File: config.mk
export PLATFORM = sky130hd
export DESIGN_NAME = axis_hdr_insert_gen
export DESIGN_NICKNAME = d
export VERILOG_FILES = /design/src/rtl/axis_hdr_insert_gen.sv
export SDC_FILE = /design/constraint.sdc
export NUM_CORES = 1
export LEC_CHECK = 0
export ABC_AREA = 1
export ABC_CLOCK_PERIOD_IN_PS = 8400
export CORE_ASPECT_RATIO = 1.5
export CORE_MARGIN = 3
export CORE_UTILIZATION = 44
export CTS_BUF_LIST = sky130_fd_sc_hd__clkbuf_4 sky130_fd_sc_hd__clkbuf_8
export CTS_CLUSTER_DIAMETER = 100
export DETAILED_ROUTE_END_ITERATION = 8
export GPL_TIMING_DRIVEN = 0
export PLACE_DENSITY = 0.72
export SLEW_MARGIN = 40
export SYNTH_ARGS = -nofsm -noshare
export SYNTH_HDL_FRONTEND = slang
export SYNTH_SLANG_ARGS = --single-unit
File: constraint.sdc
create_clock -name clk -period 8.4 [get_ports clk]
set_input_delay 2.1 -clock clk [delete_from_list [all_inputs] [get_ports clk]]
set_output_delay 2.1 -clock clk [all_outputs]
set_load 0.02 [all_outputs]
File: src/rtl/axis_hdr_insert_gen.sv
// axis_hdr_insert_gen
// Prepends 0..DATA_BYTE_WD header bytes (taken per packet from a side channel)
// to a byte-packed AXI-Stream payload. Each payload beat is realigned through a
// residue register. A tail beat is emitted when the last beat overflows.
//
// Ports
//   clk, rst_n          clock, synchronous active-low reset
//   valid_in/data_in/keep_in/last_in/ready_in      payload sink (MSB byte first)
//   valid_out/data_out/keep_out/last_out/ready_out output source (registered)
//   valid_insert/data_insert/keep_insert/byte_insert_cnt/ready_insert
//                       header side channel; header bytes are the low
//                       byte_insert_cnt bytes of data_insert, MSB-first
module axis_hdr_insert_gen #(
  parameter int unsigned DATA_WD      = 32,
  parameter int unsigned DATA_BYTE_WD = DATA_WD / 8,
  parameter int unsigned BYTE_CNT_WD  = $clog2(DATA_BYTE_WD)
) (
  input  logic                    clk,
  input  logic                    rst_n,
  input  logic                    valid_in,
  input  logic [DATA_WD-1:0]      data_in,
  input  logic [DATA_BYTE_WD-1:0] keep_in,
  input  logic                    last_in,
  output logic                    ready_in,
  output logic                    valid_out,
  output logic [DATA_WD-1:0]      data_out,
  output logic [DATA_BYTE_WD-1:0] keep_out,
  output logic                    last_out,
  input  logic                    ready_out,
  input  logic                    valid_insert,
  input  logic [DATA_WD-1:0]      data_insert,
  input  logic [DATA_BYTE_WD-1:0] keep_insert,
  input  logic [BYTE_CNT_WD:0]    byte_insert_cnt,
  output logic                    ready_insert
);

  localparam int unsigned CNT_WD = BYTE_CNT_WD + 1;
  localparam int unsigned SUM_WD = BYTE_CNT_WD + 2;
  localparam int unsigned SH_WD  = $clog2(DATA_WD) + 2;

  localparam logic [CNT_WD-1:0] FULL_CNT = CNT_WD'(DATA_BYTE_WD);
  localparam logic [SUM_WD-1:0] FULL_SUM = SUM_WD'(DATA_BYTE_WD);

  typedef enum logic [1:0] {
    HDR  = 2'd0,
    BODY = 2'd1,
    TAIL = 2'd2
  } state_t;

  state_t state;
  state_t state_nxt;

  // Residue bytes are kept left-aligned; bytes beyond res_cnt are always zero.
  logic [DATA_WD-1:0]   res_data;
  logic [CNT_WD-1:0]    res_cnt;
  logic [DATA_WD-1:0]   res_data_nxt;
  logic [CNT_WD-1:0]    res_cnt_nxt;

  logic                    ld;
  logic                    hdr_acc;
  logic                    beat_acc;
  logic [CNT_WD-1:0]       hdr_cnt;
  logic [SH_WD-1:0]        hdr_sh;
  logic [DATA_WD-1:0]      hdr_data;
  logic [CNT_WD-1:0]       in_cnt;
  logic [DATA_WD-1:0]      din_m;
  logic [SH_WD-1:0]        in_sh;
  logic [2*DATA_WD-1:0]    cat;
  logic [SUM_WD-1:0]       total;
  logic                    overflow;

  logic                    emit;
  logic [DATA_WD-1:0]      out_data_nxt;
  logic [DATA_BYTE_WD-1:0] out_keep_nxt;
  logic                    out_last_nxt;

  logic                    unused_keep_insert;

  // Keep mask with the top n bits set (n may equal DATA_BYTE_WD).
  function automatic logic [DATA_BYTE_WD-1:0] top_keep(input logic [SUM_WD-1:0] n);
    logic [DATA_BYTE_WD-1:0] ones;
    ones = '1;
    return ~(ones >> n);
  endfunction

  assign unused_keep_insert = ^keep_insert;

  assign ld           = !valid_out || ready_out;
  assign ready_insert = rst_n && (state == HDR);
  assign ready_in     = rst_n && (state == BODY) && ld;
  assign hdr_acc      = valid_insert && ready_insert;
  assign beat_acc     = valid_in && ready_in;

  // Header: clamp the count and left-align its low bytes.
  assign hdr_cnt  = (byte_insert_cnt > FULL_CNT) ? FULL_CNT : byte_insert_cnt;
  assign hdr_sh   = (SH_WD'(DATA_BYTE_WD) - SH_WD'(hdr_cnt)) << 3;
  assign hdr_data = data_insert << hdr_sh;

  // Payload byte count and zero-fill of bytes outside keep_in.
  always_comb begin
    in_cnt = '0;
    din_m  = '0;
    for (int unsigned i = 0; i < DATA_BYTE_WD; i++) begin
      in_cnt = in_cnt + CNT_WD'(keep_in[i]);
      if (keep_in[i]) din_m[8*i +: 8] = data_in[8*i +: 8];
    end
  end

  // Residue followed by the incoming bytes; upper half is the outgoing beat.
  assign in_sh    = SH_WD'(res_cnt) << 3;
  assign cat      = {res_data, {DATA_WD{1'b0}}} | ({din_m, {DATA_WD{1'b0}}} >> in_sh);
  assign total    = SUM_WD'(res_cnt) + SUM_WD'(in_cnt);
  assign overflow = total > FULL_SUM;

  // State register.
  always_ff @(posedge clk) begin
    if (!rst_n) state <= HDR;
    else        state <= state_nxt;
  end

  // Next-state logic.
  always_comb begin
    state_nxt = state;
    case (state)
      HDR:     if (hdr_acc) state_nxt = BODY;
      BODY:    if (beat_acc && last_in) state_nxt = overflow ? TAIL : HDR;
      TAIL:    if (ld) state_nxt = HDR;
      default: state_nxt = HDR;
    endcase
  end

  // Output and residue update logic.
  always_comb begin
    emit         = 1'b0;
    out_data_nxt = '0;
    out_keep_nxt = '0;
    out_last_nxt = 1'b0;
    res_data_nxt = res_data;
    res_cnt_nxt  = res_cnt;
    case (state)
      HDR: begin
        if (hdr_acc) begin
          res_data_nxt = hdr_data;
          res_cnt_nxt  = hdr_cnt;
        end
      end
      BODY: begin
        if (beat_acc) begin
          emit         = 1'b1;
          out_data_nxt = cat[2*DATA_WD-1:DATA_WD];
          if (!last_in) begin
            out_keep_nxt = '1;
            res_data_nxt = cat[DATA_WD-1:0];
          end else if (!overflow) begin
            out_keep_nxt = top_keep(total);
            out_last_nxt = 1'b1;
            res_data_nxt = '0;
            res_cnt_nxt  = '0;
          end else begin
            out_keep_nxt = '1;
            res_data_nxt = cat[DATA_WD-1:0];
            res_cnt_nxt  = CNT_WD'(total - FULL_SUM);
          end
        end
      end
      TAIL: begin
        if (ld) begin
          emit         = 1'b1;
          out_data_nxt = res_data;
          out_keep_nxt = top_keep(SUM_WD'(res_cnt));
          out_last_nxt = 1'b1;
          res_data_nxt = '0;
          res_cnt_nxt  = '0;
        end
      end
      default: begin
        res_data_nxt = '0;
        res_cnt_nxt  = '0;
      end
    endcase
  end

  // Residue and output register.
  always_ff @(posedge clk) begin
    if (!rst_n) begin
      res_data  <= '0;
      res_cnt   <= '0;
      valid_out <= 1'b0;
      data_out  <= '0;
      keep_out  <= '0;
      last_out  <= 1'b0;
    end else begin
      res_data <= res_data_nxt;
      res_cnt  <= res_cnt_nxt;
      if (ld) begin
        valid_out <= emit;
        data_out  <= out_data_nxt;
        keep_out  <= out_keep_nxt;
        last_out  <= out_last_nxt;
      end
    end
  end

endmodule
Word-level counts from Yosys, hierarchy flattened
Index checks and enable logic that the tools add are counted.
{ "totals": {"ff_bits": 75, "latch_bits": 0, "ram_bits": 0, "rom_bits": 0, "out_inout_bits": 40, "elab_cells": 75, "n_memories": 0} }
{ "op_classes": {"n_addsub": 6, "mul": 0, "div": 0, "magnitude_cmp": 2, "n_eq_ne": 7, "n_shift": 4, "mux": 34, "bitwise_logic": 3, "n_reduce_logical": 12} }
{ "ops": {"columns": ["cell", "count"], "rows": [
  ["32-bit two-way mux", 6],
  ["32-bit case mux with 3 select lines", 1],
  ["64-bit OR", 1],
  ["32-bit case mux with 2 select lines", 1],
  ["64-bit by 6-bit >> shifter with 64-bit output", 1],
  ["8-bit two-way mux", 4],
  ["32-bit by 7-bit << shifter with 32-bit output", 1],
  ["3-bit two-way mux", 6],
  ["4-bit two-way mux", 3],
  ["3-bit case mux with 3 select lines", 1],
  ["2-bit two-way mux", 4],
  ["2-bit inequality test (second input constant)", 4],
  ["4-bit inverter", 2],
  ["4-bit case mux with 2 select lines", 1],
  ["1-bit logical AND", 6],
  ["2-bit case mux with 3 select lines", 1],
  ["3-bit AND reduction", 2],
  ["3-bit by 3-bit adder with 4-bit output", 1],
  ["4-bit by 3-bit > comparator with 1-bit output (second input constant)", 1],
  ["1-bit two-way mux", 4],
  ["1-bit case mux with 2 select lines", 2],
  ["4-bit AND reduction", 1],
  ["4-bit by 3-bit >> shifter with 4-bit output (first input constant)", 1],
  ["4-bit by 4-bit >> shifter with 4-bit output (first input constant)", 1],
  ["12 further kinds", 12]
]} }

Depth between registers and ports, before layout
Gate-level depths: netlist of the first run.
{ "depth": {"depth_word": 10, "mapped_depth": 13, "depth_no_buf": 12} }

Least setup slack after synthesis of the first run
No wires, ideal clock.
{ "synth_path": {"kind": "input-to-output", "start": "input rst_n", "end": "output ready_insert", "arrival_time_ns": 2.976, "required_ns": 6.300, "setup_slack_ns": 3.324, "path_stages": 5, "path_buffers": 3, "cell_sequence": "clkbuf_2 -> clkbuf_1 -> clkbuf_1 -> nand2_1 -> inv_1"} }
{ "synth_between": {"elab_chain_cells": 1} }
{ "synth_lines": {"columns": ["element", "line_no", "source"], "rows": [
  ["from (decl)", "19", "input logic rst_n,"],
  ["1-bit logical AND", "89", "assign ready_insert = rst_n && (state == HDR);"],
  ["to (decl)", "34", "output logic ready_insert"]
]} }
No other way between the ends.

Worst setup path after layout of the first run
{ "layout_path": {"start": "input ready_out", "end": "output ready_in"} }
{ "layout_between": {"elab_chain_cells": 2} }
{ "layout_lines": {"columns": ["element", "line_no", "source"], "rows": [
  ["from (decl)", "29", "input logic ready_out,"],
  ["1-bit logical OR", "88", "assign ld = !valid_out || ready_out;"],
  ["1-bit logical AND", "90", "assign ready_in = rst_n && (state == BODY) && ld;"],
  ["to (decl)", "24", "output logic ready_in,"]
]} }
No other way between the ends.

==> run summary, run 1 <==
Status -> completed
Worst ir drop on vdd -> 0.109 mV
Critical path type -> in2out
Design Area, Final -> 6720 um2
Post-synthesis sequential area ratio -> 0.290
CP Launch Point -> ready_out
Clock transition at the registers of the reported paths -> 0.09 ns
Post-route ant nets -> 0
Worst Skew -> 0.0106 ns
CP peak stage delay -> 0.55 ns
Placed cell area -> 6520 um2
Fin crit period -> 6.49 ns
Leak -> 0.00302 uW
GR Util All Layers -> 0.353
RSZ-0062 raised after global routing -> false
Final setup viols -> 0
Placer Congestion -> 1.05
Startpoint types -> input pin
CTS tree -> yes
Number of global-route vias before repair -> 6641
Antenna violations before repair -> 0
Min-delay src -> data_out[26]
PD cells -> 237 nW/um2
Fill cells -> 1239
Family with the most delay on the worst path -> buffers and inverters
Critical path data arrival time -> 4.39 ns
Slew @ Worst Pin -> 0.725 ns
Core area -> 11300 um2
Pins over their slew limit -> 0
Sum Neg Setup Slack -> 0 ns
Synthesis-stage register bit count -> 75
Final Hold Vio Count -> 0
Synthesized area -> 5180 um2
Crit path capture type -> primary output
Postcts setup bufs -> 0
H-tree depth -> 3
# IOs -> 121
PortBufs -> 115
Fin worst setup slack -> 1.91 ns
Crit path max fanout -> 10
Max Cap Viol -> 0
Drt initial violations -> 655
Total CTS buffers -> 9
CP max stage cell -> buf_1
Clk buf depth -> 2
Reg2reg start -> res_cnt[0]
Worst Hold Class -> reg2reg
Hold buffer count at CTS -> 0
Ant. Diodes -> 0
Yosys warning total -> 0
Total Power -> 1600 uW
Global route overflow -> 0
Hold WS -> 0.469 ns
Clock latency on the worst-skew pair -> 0.38 ns
Buf/Inv on CP -> 4
Wire per inst -> 19.4 um
Die Area -> 13100 um2
Final critical-path share of the clock period -> 0.773
Drt first pass iters -> 5
Cell variety after synth -> 27
Crit-path cells -> clkdlybuf4s50_1, nor2_1, buf_2, buf_1, nor2_1, clkdlybuf4s50_1
DRC viols -> 0
Resize count post-CTS -> 0
Drt via density -> 5.56
Die W -> 94.6 um
Relative slew slack -> 0.517
WP data required -> 6.30 ns
First-pass GRT wire length -> 35000 um
Root Driver -> clkbuf_8
Layout cells sized above 1 -> 0.0421
Syn Inst Count -> 913
Syn avg cell area -> 5.67 um2
NumNets Final -> 1128
Layout area overhead -> 29.8%
Rows -> 47
Pre-CTS setup slack -> 1.95 ns
Final wirelength -> 23100 um
Hpwl dp -> 18300 um
Fmax -> 0.154 GHz
Die Span Y -> 139 um
Syn Nets -> 1002
Vias -> 6620
Largest net degree at the start of global routing -> 16
Initial core utilization -> 0.459
Clock sinks -> 75
==> state kept, by name (all words and copies together) (netlist names) <==
signal and flops:
data_out 32, res_data 32, keep_out 4, res_cnt 3, state 2, last_out 1, valid_out 1
==> kinds of logic after synthesis <==
logic type / after synthesis / synth area share
simple gates: 508 / 0.395
compound gates: 189 / 0.190
buf+inv: 133 / 0.102
flops: 75 / 0.290
fa+ha+maj: 8 / 0.0237
==> Yosys cell counts (all sizes together) <==
cell,number,area share
or2,2,0.0024
nand2,324,0.24
inv,76,0.055
fa,3,0.012
clkbuf,31,0.023
ha,5,0.012
dfxtp,75,0.29
o21ai,90,0.087
o31ai,2,0.0029
buf,24,0.023
nand4,4,0.0048
o22ai,1,0.0012
a22oi,1,0.0014
clkinv,2,0.0014
nor2,97,0.070
nor3,2,0.0041
nand3,79,0.077
o211ai,11,0.016
a21oi,84,0.081
==> through the flow <==
stage	utilization	std cells
floorplan	-	913
global placement	0.577	1175
detailed placement	0.577	1175
CTS	0.595	1191
global route	0.595	1191
finish	0.595	1191
==> final cells by class <==
type                       count  area [um2]  area share
inverter                      78         293      0.0436
buffer                        55         238      0.0354
timing repair buffer         115        1150       0.171
clock buffer                   9         124      0.0184
multi-input combinational    705        3150       0.468
tap                          147         184      0.0274
clock inverter                 7        82.6      0.0123
sequential                    75        1500       0.223
==> cells in the final DEF (no fill, tap or decap), drive strengths merged <==
cell type,netlist,routed
fa,3,3
buf,24,24
nor2,97,97
clkinv,2,3
or2,2,2
clkinvlp,0,1
bufinv,0,1
a22oi,1,1
a21oi,84,84
o22ai,1,1
nor3,2,2
nand2,324,324
inv,76,80
nand4,4,4
o21ai,90,90
o211ai,11,11
dfxtp,75,75
nand3,79,79
clkbuf,31,40
clkdlybuf4s50,0,115
ha,5,5
o31ai,2,2
==> routing by layer <==
metal / GRT usage / up-vias / share of wire / wire length (um)
li1: - / 3177 / - / -
met1: 0.378 / 2967 / 0.36 / 8190
met2: 0.615 / 374 / 0.50 / 11400
met3: 0.0543 / 102 / 0.068 / 1570
met4: 0.250 / 0 / 0.082 / 1880
met5: 0 / - / 0 / 0
==> path summary, 6_finish.rpt <==
| check | cells past startpoint | endpoint | slack [ns] |
|---|---|---|---|
| worst min-delay path | 2 | data_out[26] | 0.47 |
| worst max register to register | 11 | res_data[29] | 5.23 |
| worst min register to register | 2 | data_out[26] | 0.47 |
| worst max-delay path | 6 | ready_in | 1.91 |
==> power by group <==
part / switching, uW / internal, uW / total (uW)
logic: 570 / 242 / 812
clock network: 168 / 143 / 312
registers: 40.5 / 432 / 473
total: 779 / 817 / 1600
==> worst reg2reg max path: stages, from the launching register on <==
cell	delay (ns)
dfxtp_1	0.43
clkinv_1	0.24
clkbuf_1	0.34
fa_1	0.52
fa_1	0.53
nand2_1	0.13
nand3_1	0.09
nand2_1	0.11
nand2_1	0.09
nand2_1	0.30
nand3_1	0.14
a21oi_1	0.17
Note: power is estimated with default switching activity, not from simulation.
==> inputs of run 2 (changes only) <==
- ABC_CLOCK_PERIOD_IN_PS: 8400 -> 5600
- PLACE_DENSITY: 0.72 -> 0.75
- clock period: 8.4 -> 5.6 ns (I/O delays scaled with it)
==> run 2 against run 1 <==
Utilization barely moved; wire length increased by 0.99%; die area did not move; clock power up 52%; critical endpoint unchanged; largest cell class unchanged; highest routed layer unchanged.
==> run summary, run 2 (synthesized netlist as in run 1, its figures left out) <==
GR Util All Layers -> 0.355
Final wirelength -> 23300 um
CTS tree -> yes
Crit path capture type -> primary output
Clock Power Share -> 0.196
Sw frac -> 0.488
Most frequent cells in the layout -> nand2_1, clkdlybuf4s50_1, nor2_1, o21ai_0, a21oi_1
DRC viols -> 0
Drt via density -> 5.61
CP max stage cell -> clkdlybuf4s50_1
Pins over their slew limit -> 0
Final critical-path share of the clock period -> 0.892
Hold depth -> 2
Largest net degree at the start of global routing -> 15
CP peak stage delay -> 0.55 ns
Fill cells -> 1197
Hold path endpoint -> data_out[25]
Worst R2R Setup Slack -> 2.47 ns
Fin worst setup slack -> 0.604 ns
Int Power -> 1230 uW
Root Driver -> clkbuf_8
RSZ-0062 raised after global routing -> false
Register-to-Register Path Depth -> 11
Crit-path cells -> clkdlybuf4s50_1, nor2_1, buf_2, buf_1, nor2_1, clkdlybuf4s50_1
Wire per inst -> 19.5 um
Global route overflow -> 0
Leak -> 0.00302 uW
Worst ir drop on vdd -> 0.162 mV
Ant. Diodes -> 0
# IOs -> 121
Layout cells sized above 1 -> 0.0421
Drt first pass iters -> 7
Post-route ant nets -> 0
Worst r2r dst -> res_data[19]
PortBufs -> 115
Resize count post-CTS -> 0
Clk buf depth -> 2
NumNets Final -> 1128
H-tree depth -> 3
PD cells -> 358 nW/um2
Sum Neg Setup Slack -> 0 ns
Pre-CTS setup slack -> 0.584 ns
Antenna violations before repair -> 0
Reg2reg start -> res_cnt[0]
Die Area -> 13100 um2
Seq pwr share -> 0.294
Slew @ Worst Pin -> 0.766 ns
Hold buffer count at CTS -> 0
Crit path max fanout -> 10
Fin crit period -> 5.00 ns
Startpoint types -> input pin
Initial core utilization -> 0.459
WP data required -> 4.20 ns
Critical path type -> in2out
Fmax -> 0.200 GHz
Rows -> 47
Postcts setup bufs -> 0
Core area -> 11300 um2
Min-delay src -> data_out[25]
First-pass GRT wire length -> 35000 um
Vias -> 6684
Drt initial violations -> 628
Worst Hold Class -> reg2reg
Die W -> 94.6 um
Die Span Y -> 139 um
Most common cell after layout, fill and taps aside -> nand2_1
Top Registers -> data_out x32, res_data x32, keep_out x4
Layout area overhead -> 29.8%
Status -> completed
Clock sinks -> 75
Combinational power share -> 0.509
Net switching power -> 1180 uW
Total CTS buffers -> 9
Relative slew slack -> 0.489
Max Cap Viol -> 0
Final Hold Vio Count -> 0
Clock transition at the registers of the reported paths -> 0.09 ns
Number of global-route vias before repair -> 6478
Placer Congestion -> 1.04
Critical path data arrival time -> 3.60 ns
Clock latency on the worst-skew pair -> 0.38 ns
Final setup viols -> 0
Worst Skew -> 0.0149 ns
Hpwl dp -> 18300 um
[run 2: how the worst max path moves through the flow]
stage	start	end	slack, ns	cells past startpoint
3_3_place_gp	ready_out	ready_in	0.64	6
6_report	ready_out	ready_in	0.60	6
4_1_cts	ready_out	ready_in	0.59	6
5_1_grt	ready_out	ready_in	0.49	6
2_1_floorplan	rst_n	ready_insert	1.92	5
3_5_place_dp	ready_out	ready_in	0.58	6
[run 2: metrics by stage]
step	instances	cell area, um2	hold slack, ns	util	total power [uW]
detailed placement	1175	6520	0.457	0.577	1900
finish	1191	6730	0.466	0.596	2410
global route	1191	6730	0.487	0.596	2540
floorplan	913	5180	0.441	-	1450
CTS	1191	6730	0.470	0.596	2360
global placement	1175	6520	0.453	0.577	1890
[run 2: layout make-up]
| type | instances | area, um2 | area share |
|---|---|---|---|
| Clock buffer | 10 | 138 | 0.0205 |
| Inverter | 78 | 293 | 0.0435 |
| Multi-Input combinational cell | 705 | 3150 | 0.468 |
| Tap cell | 147 | 184 | 0.0273 |
| Buffer | 55 | 238 | 0.0353 |
| Sequential cell | 75 | 1500 | 0.223 |
| Timing Repair Buffer | 115 | 1150 | 0.171 |
| Clock inverter | 6 | 71.3 | 0.0106 |
[run 2: power by group through the flow]
stage / sequential, uW / combinational (uW) / clock (uW)
after CTS: 706 / 1190 / 467
after global placement: 717 / 1170 / 0
final: 709 / 1230 / 473
after floorplan: 714 / 733 / 0
after detailed placement: 717 / 1180 / 0
after global routing: 720 / 1330 / 484
[run 2: worst max-delay path: cells and delay by family]
family | cells | cell delay (ns)
buffers and inverters | 4 | 1.78
and+or+nand+nor | 2 | 0.40
[run 2: per-layer routing]
metal  track usage  routed length, um
met4         0.247               1780
met3        0.0467               1570
met1         0.393               8220
met2         0.611              11700
met5             0                  0
